## src/rtl/mips32_pkg.sv

```systemverilog
// rtl/mips32_pkg.sv - shared register-file constants and address type
package mips32_pkg;
  localparam int REG_ADDR_W = 5;
  localparam int NUM_REGS   = 32;
  typedef logic [REG_ADDR_W-1:0] reg_addr_t;
  localparam reg_addr_t ZERO_REG = reg_addr_t'(0);
endpackage

```

## src/rtl/regfile_sb_if.sv

```systemverilog
// rtl/regfile_sb_if.sv - read/writeback/issue bus for the scoreboarded register file
interface regfile_sb_if #(
  parameter int WIDTH = 32
);
  import mips32_pkg::*;

  reg_addr_t        ra1;
  reg_addr_t        ra2;
  logic [WIDTH-1:0] rd1;
  logic [WIDTH-1:0] rd2;
  logic             we3;
  reg_addr_t        wa3;
  logic [WIDTH-1:0] wd3;
  logic             issue_valid;
  reg_addr_t        issue_rd;
  logic             use1;
  logic             use2;
  logic             flush;
  logic             stall;
  logic             issue_ready;
  logic             pend_err;

  modport master (
    output ra1, ra2, we3, wa3, wd3, issue_valid, issue_rd, use1, use2, flush,
    input  rd1, rd2, stall, issue_ready, pend_err
  );

  modport slave (
    input  ra1, ra2, we3, wa3, wd3, issue_valid, issue_rd, use1, use2, flush,
    output rd1, rd2, stall, issue_ready, pend_err
  );
endinterface

```

## src/rtl/regfile_scoreboard.sv

```systemverilog
// rtl/regfile_scoreboard.sv - per-register pending-write counters, stall and issue-ready logic
// Optional: REGFILE_SB_BYPASS_EN lets a matching writeback clear a last-pending stall.
module regfile_scoreboard
  import mips32_pkg::*;
#(
  parameter int CNT_W = 2
) (
  input  logic      clk,
  input  logic      reset_n,
  input  logic      i_issue_valid,
  input  reg_addr_t i_issue_rd,
  input  logic      i_we3,
  input  reg_addr_t i_wa3,
  input  logic      i_flush,
  input  reg_addr_t i_ra1,
  input  reg_addr_t i_ra2,
  input  logic      i_use1,
  input  logic      i_use2,
  output logic      o_stall,
  output logic      o_issue_ready,
  output logic      o_pend_err
);
  localparam logic [CNT_W-1:0] CNT_MAX = '1;
  localparam logic [CNT_W-1:0] CNT_ONE = 1;
  localparam logic [CNT_W-1:0] CNT_ZERO = '0;

  logic [CNT_W-1:0] r_cnt [NUM_REGS];
  logic             r_pend_err;
  logic             r_drain;

  logic             w_inc;
  logic             w_dec;
  logic             w_same;
  logic [CNT_W-1:0] w_c1;
  logic [CNT_W-1:0] w_c2;
  logic [CNT_W-1:0] w_cw;
  logic             w_byp1;
  logic             w_byp2;

  assign w_c1 = r_cnt[i_ra1];
  assign w_c2 = r_cnt[i_ra2];
  assign w_cw = r_cnt[i_wa3];

  assign o_issue_ready = !((i_issue_rd != ZERO_REG) && (r_cnt[i_issue_rd] == CNT_MAX));
  assign w_inc  = i_issue_valid && (i_issue_rd != ZERO_REG) && o_issue_ready;
  assign w_dec  = i_we3 && (i_wa3 != ZERO_REG);
  assign w_same = w_inc && w_dec && (i_issue_rd == i_wa3);

`ifdef REGFILE_SB_BYPASS_EN
  assign w_byp1 = w_dec && (i_wa3 == i_ra1) && (w_c1 == CNT_ONE);
  assign w_byp2 = w_dec && (i_wa3 == i_ra2) && (w_c2 == CNT_ONE);
`else
  assign w_byp1 = 1'b0;
  assign w_byp2 = 1'b0;
`endif

  assign o_stall = (i_use1 && (w_c1 != CNT_ZERO) && !w_byp1)
                || (i_use2 && (w_c2 != CNT_ZERO) && !w_byp2);
  assign o_pend_err = r_pend_err;

  always_ff @(posedge clk) begin
    if (!reset_n) begin
      for (int i = 0; i < NUM_REGS; i++) r_cnt[i] <= CNT_ZERO;
      r_pend_err <= 1'b0;
      r_drain    <= 1'b0;
    end else begin
      r_drain <= i_flush;
      if (i_flush) begin
        for (int i = 0; i < NUM_REGS; i++) r_cnt[i] <= CNT_ZERO;
      end else if (!w_same) begin
        if (w_inc) r_cnt[i_issue_rd] <= r_cnt[i_issue_rd] + CNT_ONE;
        if (w_dec && (w_cw != CNT_ZERO)) r_cnt[i_wa3] <= w_cw - CNT_ONE;
        // Writebacks of instructions killed by the flush may still land once.
        if (w_dec && (w_cw == CNT_ZERO) && !r_drain) r_pend_err <= 1'b1;
      end
    end
  end
endmodule

```

## src/rtl/regfile_sb.sv

```systemverilog
// rtl/regfile_sb.sv - 32-entry two-read one-write register file with RAW scoreboard
// Optional: REGFILE_SB_BYPASS_EN forwards same-cycle writeback data to the read ports.
module regfile_sb
  import mips32_pkg::*;
#(
  parameter int WIDTH = 32,
  parameter int CNT_W = 2
) (
  input  logic         clk,
  input  logic         reset_n,
  regfile_sb_if.slave  bus
);
  logic [WIDTH-1:0] r_rf [NUM_REGS];
  logic [WIDTH-1:0] w_rd1;
  logic [WIDTH-1:0] w_rd2;
  logic             w_wr;

  assign w_wr = bus.we3 && (bus.wa3 != ZERO_REG);

  always_ff @(posedge clk) begin
    if (!reset_n) begin
      for (int i = 0; i < NUM_REGS; i++) r_rf[i] <= '0;
    end else if (w_wr) begin
      r_rf[bus.wa3] <= bus.wd3;
    end
  end

  always_comb begin
    w_rd1 = (bus.ra1 == ZERO_REG) ? '0 : r_rf[bus.ra1];
    w_rd2 = (bus.ra2 == ZERO_REG) ? '0 : r_rf[bus.ra2];
`ifdef REGFILE_SB_BYPASS_EN
    if (w_wr && (bus.wa3 == bus.ra1)) w_rd1 = bus.wd3;
    if (w_wr && (bus.wa3 == bus.ra2)) w_rd2 = bus.wd3;
`endif
  end

  assign bus.rd1 = w_rd1;
  assign bus.rd2 = w_rd2;

  regfile_scoreboard #(
    .CNT_W (CNT_W)
  ) u_sb (
    .clk           (clk),
    .reset_n       (reset_n),
    .i_issue_valid (bus.issue_valid),
    .i_issue_rd    (bus.issue_rd),
    .i_we3         (bus.we3),
    .i_wa3         (bus.wa3),
    .i_flush       (bus.flush),
    .i_ra1         (bus.ra1),
    .i_ra2         (bus.ra2),
    .i_use1        (bus.use1),
    .i_use2        (bus.use2),
    .o_stall       (bus.stall),
    .o_issue_ready (bus.issue_ready),
    .o_pend_err    (bus.pend_err)
  );
endmodule

```

## src/flat_wrapper.sv

```systemverilog
// flat-port wrapper written by rule: the top's interface ports become plain ports
module regfile_sb_flat import mips32_pkg::*;
#(
  parameter int WIDTH = 32,
  parameter int CNT_W = 2
)
  (clk, reset_n, bus_ra1, bus_ra2, bus_we3, bus_wa3, bus_wd3, bus_issue_valid, bus_issue_rd, bus_use1, bus_use2, bus_flush, bus_rd1, bus_rd2, bus_stall, bus_issue_ready, bus_pend_err);
  regfile_sb_if #(.WIDTH(WIDTH)) bus_i ();
  input  logic clk;
  input  logic reset_n;
  input wire logic [$bits(bus_i.ra1)-1:0] bus_ra1;
  input wire logic [$bits(bus_i.ra2)-1:0] bus_ra2;
  input wire logic [$bits(bus_i.we3)-1:0] bus_we3;
  input wire logic [$bits(bus_i.wa3)-1:0] bus_wa3;
  input wire logic [$bits(bus_i.wd3)-1:0] bus_wd3;
  input wire logic [$bits(bus_i.issue_valid)-1:0] bus_issue_valid;
  input wire logic [$bits(bus_i.issue_rd)-1:0] bus_issue_rd;
  input wire logic [$bits(bus_i.use1)-1:0] bus_use1;
  input wire logic [$bits(bus_i.use2)-1:0] bus_use2;
  input wire logic [$bits(bus_i.flush)-1:0] bus_flush;
  output wire logic [$bits(bus_i.rd1)-1:0] bus_rd1;
  output wire logic [$bits(bus_i.rd2)-1:0] bus_rd2;
  output wire logic [$bits(bus_i.stall)-1:0] bus_stall;
  output wire logic [$bits(bus_i.issue_ready)-1:0] bus_issue_ready;
  output wire logic [$bits(bus_i.pend_err)-1:0] bus_pend_err;
  assign bus_i.ra1 = bus_ra1;
  assign bus_i.ra2 = bus_ra2;
  assign bus_i.we3 = bus_we3;
  assign bus_i.wa3 = bus_wa3;
  assign bus_i.wd3 = bus_wd3;
  assign bus_i.issue_valid = bus_issue_valid;
  assign bus_i.issue_rd = bus_issue_rd;
  assign bus_i.use1 = bus_use1;
  assign bus_i.use2 = bus_use2;
  assign bus_i.flush = bus_flush;
  assign bus_rd1 = bus_i.rd1;
  assign bus_rd2 = bus_i.rd2;
  assign bus_stall = bus_i.stall;
  assign bus_issue_ready = bus_i.issue_ready;
  assign bus_pend_err = bus_i.pend_err;
  regfile_sb #(.WIDTH(WIDTH), .CNT_W(CNT_W)) u_core (.clk(clk), .reset_n(reset_n), .bus(bus_i));
endmodule
```

## config.mk

```make
export PLATFORM = sky130hd
export DESIGN_NAME = regfile_sb_flat
export DESIGN_NICKNAME = d
export VERILOG_FILES = /design/src/rtl/mips32_pkg.sv /design/src/rtl/regfile_sb_if.sv /design/src/rtl/regfile_scoreboard.sv /design/src/rtl/regfile_sb.sv /design/src/flat_wrapper.sv
export SDC_FILE = /design/constraint.sdc
export NUM_CORES = 2
export LEC_CHECK = 0
export ABC_CLOCK_PERIOD_IN_PS = 4800
export BUFFER_PORTS_ARGS = -buffer_cell sky130_fd_sc_hd__buf_4
export CAP_MARGIN = 10
export CORE_AREA = 3 3 247 431
export CTS_CLUSTER_SIZE = 25
export DETAILED_ROUTE_END_ITERATION = 16
export DIE_AREA = 0 0 250 434
export PLACE_DENSITY = 0.8
export SLEW_MARGIN = 15
export SYNTH_ARGS = -nofsm -noshare
export SYNTH_HDL_FRONTEND = slang
export SYNTH_SLANG_ARGS = --single-unit
export TNS_END_PERCENT = 10
```

## constraint.sdc

```tcl
create_clock -name clk -period 4.8 [get_ports clk]
set_clock_uncertainty 0.15 [all_clocks]
set_input_delay 1.44 -clock clk [delete_from_list [all_inputs] [get_ports clk]]
set_output_delay 1.44 -clock clk [all_outputs]
set_load 0.05 [all_outputs]
```

== Word-level counts from Yosys, hierarchy flattened ==
Memory sizes are Yosys's and may differ from the RTL's.
Cells that the tools add are included.

* Register bits after elaboration: 2
* Bits in writable memories: 1,088
* Input port bits: 59
* Output and inout port bits: 67
* Word-level logic and storage cells: 128
* Memories: 2

{| class="wikitable"
|+ Memory list
! memory !! words !! width !! rd ports !! clocked after memory_dff !! wr ports !! RTL line !! RTL
|-
| u_core.r_rf || 32 || 32 || 2 || 0 || 32 || regfile_sb.sv:13 || <nowiki>logic [WIDTH-1:0] r_rf [NUM_REGS];</nowiki>
|-
| u_core.u_sb.r_cnt || 32 || 2 || 4 || 0 || 32 || regfile_scoreboard.sv:27 || <nowiki>logic [CNT_W-1:0] r_cnt [NUM_REGS];</nowiki>
|}

* $add $sub $neg: 2
* Equality and inequality tests: 2
* Mux-type cells: 60
* Bitwise operators: 34
* Reductions and logical operators: 26

{| class="wikitable"
|+ Operators with widths
! kind !! number
|-
| $mux 32 || 3
|-
| $mux 2 || 34
|-
| $or 1x1->1 || 32
|-
| $reduce_or 32->1 || 1
|-
| $mux 1 || 20
|-
| $mux 5 || 3
|-
| $logic_and 1x1->1 || 11
|-
| $logic_not 5->1 || 2
|-
| $reduce_bool 5->1 || 2
|-
| $reduce_bool 2->1 || 3
|-
| $eq 5x5->1 || 1
|-
| $reduce_or 2->1 || 2
|-
| $reduce_and 3->1 || 1
|-
| $add 2x1->2 const B || 1
|-
| $eq 2x2->1 const B || 1
|-
| $logic_not 1->1 || 2
|-
| $logic_not 2->1 || 1
|-
| $not 1->1 || 2
|-
| $sub 2x1->2 const B || 1
|-
| $logic_or 1x1->1 || 1
|}

== Depth between registers and ports, before layout ==
An unclocked memory read counts as a cell.

* Word-level depth: 13
* Depth in mapped cells: 16
* Gate-level depth less buffers: 12

== By module ==
From an unflattened synthesis, not the netlist that was laid out.

* Cells, all modules: 3,984
* Area, all modules: 59,635.9 um^2

{| class="wikitable"
|+ By module, submodules not included
! module !! instances !! cells each !! area each (um^2) !! sequential area each (um^2)
|-
| regfile_sb || 1 || 3,509 || 54,204.5 || 30,749.5
|-
| regfile_scoreboard || 1 || 475 || 5,431.5 || 1,961.9
|}

== Worst setup path before layout ==
Ideal clock, no wire load.

* Path kind: input port to output port
* From: input bus_ra1[0]
* To: output bus_rd1[0]
* Arrival: 3.948 ns
* Required time: 3.210 ns
* Slack: -0.738 ns
* Stages on the path: 9
* Path buffers: 5
* Path through: buf_2 -> buf_4 -> buf_4 -> buf_4 -> buf_4 -> mux2i_1 -> o22ai_1 -> a211oi_1 -> a221oi_1

* Cells in the longest elaborated chain, start to end: 2
* Elaborated cells on any way between the ends: 3
* Classes of those cells: mux: 1; reduce/logical: 1; memory: 1

{| class="wikitable"
|+ RTL lines
! item !! RTL line !! RTL
|-
| start, declared || flat_wrapper.sv:11 || <nowiki>input wire logic [$bits(bus_i.ra1)-1:0] bus_ra1;</nowiki>
|-
| $mem_v2 32x32 / $logic_not 5->1 (equally long branches) || -- ||
|-
| $mux 32 (*) || regfile_sb.sv:29 || <nowiki>w_rd1 = (bus.ra1 == ZERO_REG) ? '0 : r_rf[bus.ra1];</nowiki>
|-
| end, declared || flat_wrapper.sv:21 || <nowiki>output wire logic [$bits(bus_i.rd1)-1:0] bus_rd1;</nowiki>
|}

Every way passes the cells marked *; elsewhere a longest branch is shown, timed or not.

== Final worst setup path ==
* From: input bus_ra1[0]
* To: output bus_stall

* Cells in the longest elaborated chain, start to end: 4

{| class="wikitable"
|+ RTL lines
! item !! RTL line !! RTL
|-
| $mem_v2 32x2 || -- ||
|-
| $reduce_bool 2->1 || regfile_scoreboard.sv:57 || <nowiki>assign o_stall = (i_use1 && (w_c1 != CNT_ZERO) && !w_byp1)</nowiki>
|-
| $logic_and 1x1->1 || regfile_scoreboard.sv:57 ||
|-
| $logic_or 1x1->1 || regfile_scoreboard.sv:58 || <nowiki>|| (i_use2 && (w_c2 != CNT_ZERO) && !w_byp2);</nowiki>
|-
| end, declared || flat_wrapper.sv:23 || <nowiki>output wire logic [$bits(bus_i.stall)-1:0] bus_stall;</nowiki>
|}

No other way between the ends.

==> results.md <==
Power and ir drop:
- The leakage power is 27.6 nW.
- Dividing total power by cell area gives a power density of 336 nW/um^2.
- The worst vdd rail ir drop is 0.338 mV.

Detailed routing:
- The count of vias placed by the detailed router is 43761.
- For this run, design rule violations remaining after detail routing come to 0.
- The final routed wirelength across all metal layers is 211000 um.
- The pre-antenna-repair detailed-routing pass consisted of 7 iterations.
- For this block, the initial DRC count from the detailed router was 7091.
- After detailed routing, the number of vias per cell comes to 7.88.
- The count of nets left with antenna violations once routing finished came out at 0.
- After detailed routing, the average wire length per cell comes to 38.0 um.

Floorplanning:
- The number of placement rows is 156.
- For this configuration, the core starts out at a cell density of 0.579.
- The die is 250 um wide.
- The die covers 109000 um^2.
- From bottom edge to top edge, the die measures 434 um.
- During I/O placement, the number of pins put on the boundary was 126.
- The standard cell core area is 103000 um^2.

Finish:
- The number of fillers in the final layout is 6501.
- The area growth from synthesis to layout is 16.8%.
- For this run, the post-layout net count is 4190.
- Of the cells placed in the final design, the portion with a size suffix greater than 1 is 0.358.
- The library cell used most frequently in the layout, excluding fill and tap cells, is edfxtp_1.
- Once layout is done, the placed cells without fillers occupy 69800 um^2.
- Leaving out fill and tap cells, the most frequent cells in the layout are edfxtp_1, and3_1, mux4_2.

Place:
- The wire-length estimate of the detail-placed layout is 122000 um.
- The area after detailed placement is 65200 um^2.
- The number of buffer cells added on primary ports is 125.
- Routability-driven placement finished with a final weighted congestion of 1.01.

Outcome:
- The final reports fail on negative setup slack.
- The flow ran to the end, but the final reports show violations.

Timing:
- Measured against its own limit, the worst slew margin works out to 0.233.
- The final worst-path cycle share is 1.06.
- For this run, the top clock speed supported by timing is 197 MHz.
- The number of hold-slack violations in the final timing report is 0.
- The total count of max-transition violations in the final report is 0.
- The worst path in the final design needs a cycle of 5080 ps, including I/O delays and setup.
- Setup repair after global routing could not meet its margin everywhere.
- At the pin with the least slew margin, the transition time is 1150 ps.
- The final number of setup-violating endpoints is 65.
- After layout, the worst setup slack is -284 ps.
- Final hold analysis gives a worst-case slack of 339 ps.

Critical path:
- STA classifies the critical path endpoint as a primary output.
- The largest fanout on the critical path is 8.
- The launching element type of the critical path is an input port.
- For the worst setup path, the data arrival time is 3490 ps.
- At the worst endpoint, the required time is 3210 ps.
- The worst setup path is of the input port to primary output kind.

Global routing:
- The number of global-route vias before repair is 44935.
- The overall overflow remaining after global route is 0.
- Entering global routing, the biggest net connects 117 pins.
- The overall fraction of global-route tracks in use is 0.386.
- The number of antenna violations at the first check in global routing is 2.
- The first global-routing pass estimated 301000 um of wire.

Yosys:
- The share of the Yosys chip area taken by registers is 0.548.
- The register bit count reported by yosys is 1090.
- Among all flip-flop cells after synthesis, the most frequent one is edfxtp_1.
- The mean instance size in the synthesized netlist is 14.9 um^2.
- Synthesis handed over a netlist of 4014 instances.
- The number of enable flip-flop cells after synthesis is 1088.
- The fraction of registers with async set or reset after synthesis is 0.
- The total number of yosys warnings is 0.
- The cell area that synthesis handed to floorplanning was 59700 um^2.
- The number of library cell types mapped by synthesis is 61.

CTS:
- The clock passes through at most 3 buffers.
- The cell sitting at the root of the clock tree is a clkbuf_16.
- The TritonCTS clock tree is yes.
- The number of buffers added by the clock tree synthesis step is 97.
- The clock latency reported for the late side of the worst-skew pair is 750 ps.
- The quantity of hold-fixing buffers added after cts is 0.
- The clock sink count is 1090.
- The clock tree synthesis step divided the H-tree into 3 levels.
- The clock transition time at the flip-flop clock pins of the worst setup and hold paths is 60 ps.

Job:
- The tool flagged a number of max-cap violations equal to 0.

Worst hold path:
- The kind of path behind the tightest hold check is register to register.
## layout make-up
class	count	area [um^2]	share of cell area
clock inverter	66	728	0.0104
clock buffer	109	2470	0.0354
antenna	4	10.0	0.000143
sequential	1090	32700	0.469
multi-input combinational	2357	25800	0.369
tap	1343	1680	0.0241
inverter	48	194	0.00278
timing repair buffer	535	6260	0.0897
## what timing repair did
| action | in CTS | in global routing |
|---|---|---|
| cloned | 11 | 0 |
| setup endpoints to repair | 66 | 66 |
| hold endpoints to repair | 0 | 0 |
| pin swaps | 11 | 5 |
| buffers inserted | 14 | 2 |
| resized for setup | 212 | 32 |
## cell usage after synthesis, types with 3 or more instances
library cell	number	area share
a211o_1	16	0.0023
a211oi_1	9	0.0011
a21oi_1	22	0.0018
a221oi_1	29	0.0043
a22o_1	3	0.00044
a22oi_1	4	0.00050
and2_1	3	0.00031
and3_1	994	0.10
buf_1	20	0.0013
buf_2	70	0.0059
buf_4	17	0.0021
clkbuf_1	443	0.028
edfxtp_1	1088	0.55
inv_1	46	0.0029
mux2_2	47	0.0089
mux2i_1	106	0.018
mux4_1	12	0.0053
mux4_2	577	0.22
nand2_1	129	0.0081
nand3_1	40	0.0034
nand3b_1	5	0.00063
nand4_1	6	0.00063
nor2_1	51	0.0032
nor3_1	34	0.0028
nor3b_1	7	0.00088
o21ai_0	43	0.0036
o221ai_1	51	0.0075
o22ai_1	63	0.0066
o31ai_1	5	0.00063
o32ai_1	23	0.0034
or2_2	4	0.00042
or3_1	3	0.00031
or3b_2	3	0.00044
xnor2_1	5	0.00073
## sequential cells by signal, indices dropped and copies added, names as in the netlist
register / flops
u_core.u_sb.r_cnt: 64
u_core.r_rf: 1024
u_core.u_sb.o_pend_err: 1
u_core.u_sb.r_drain: 1
## critical path: stages
cell and delay (ps):
buf_16 150, buf_12 170, clkinv_8 60, mux4_2 470, and4_1 200, a31oi_1 170
nand4_1 160, o211ai_1 340, buf_4 180, buf_8 140
## per-stage QoR
| step | setup slack (ps) | TNS (ps) | instances | power (mW) | util |
|---|---|---|---|---|---|
| after floorplan | -374 | -40950 | 4047 | 13.6 | - |
| after global placement | -363 | -15660 | 5346 | 15.1 | 0.632 |
| after detailed placement | -377 | -16700 | 5346 | 15.2 | 0.632 |
| after CTS | -238 | -8250 | 5546 | 23.3 | 0.675 |
| after global routing | -303 | -11380 | 5548 | 23.9 | 0.676 |
| final | -284 | -9140 | 5552 | 23.4 | 0.676 |
## where the power goes
group / switching, mW / internal, mW
clock: 3.70 / 4.33
combinational: 2.36 / 1.74
sequential: 0.320 / 11.0
## routing by layer
metal	vias up	global-route usage	share of wire
met2	4424	0.627	0.48
met1	21464	0.432	0.28
met3	1307	0.0912	0.13
met4	2	0.324	0.10
li1	16564	-	-
met5	-	0	0.000095
## kinds of logic after synthesis
kind of cell	Yosys count	share of synthesized area
AND/OR/NAND/NOR	1293	0.127
flip-flops	1090	0.548
multiplexers	742	0.249
buffers and inverters	600	0.0406
AO/OA/AOI/OAI	281	0.0340
XOR/XNOR	5	0.000733
adder cells (fa/ha/maj)	2	0.000419
other	1	0.0000628
## path summary, 6_finish.rpt
path                                       startpoint  cells after the start                                  end  slack (ps)
hold / removal    u_core.u_sb.o_pend_err$_SDFFE_PN0P_                      2  u_core.u_sb.o_pend_err$_SDFFE_PN0P_         340
setup / recovery                           bus_ra1[0]                     10                            bus_stall        -280
hold reg to reg   u_core.u_sb.o_pend_err$_SDFFE_PN0P_                      2  u_core.u_sb.o_pend_err$_SDFFE_PN0P_         340
setup reg to reg   u_core.u_sb.r_cnt[16][1]$_DFFE_PP_                     10   u_core.u_sb.r_cnt[29][0]$_DFFE_PP_        1250
Note: power is estimated with default switching activity, not from simulation.
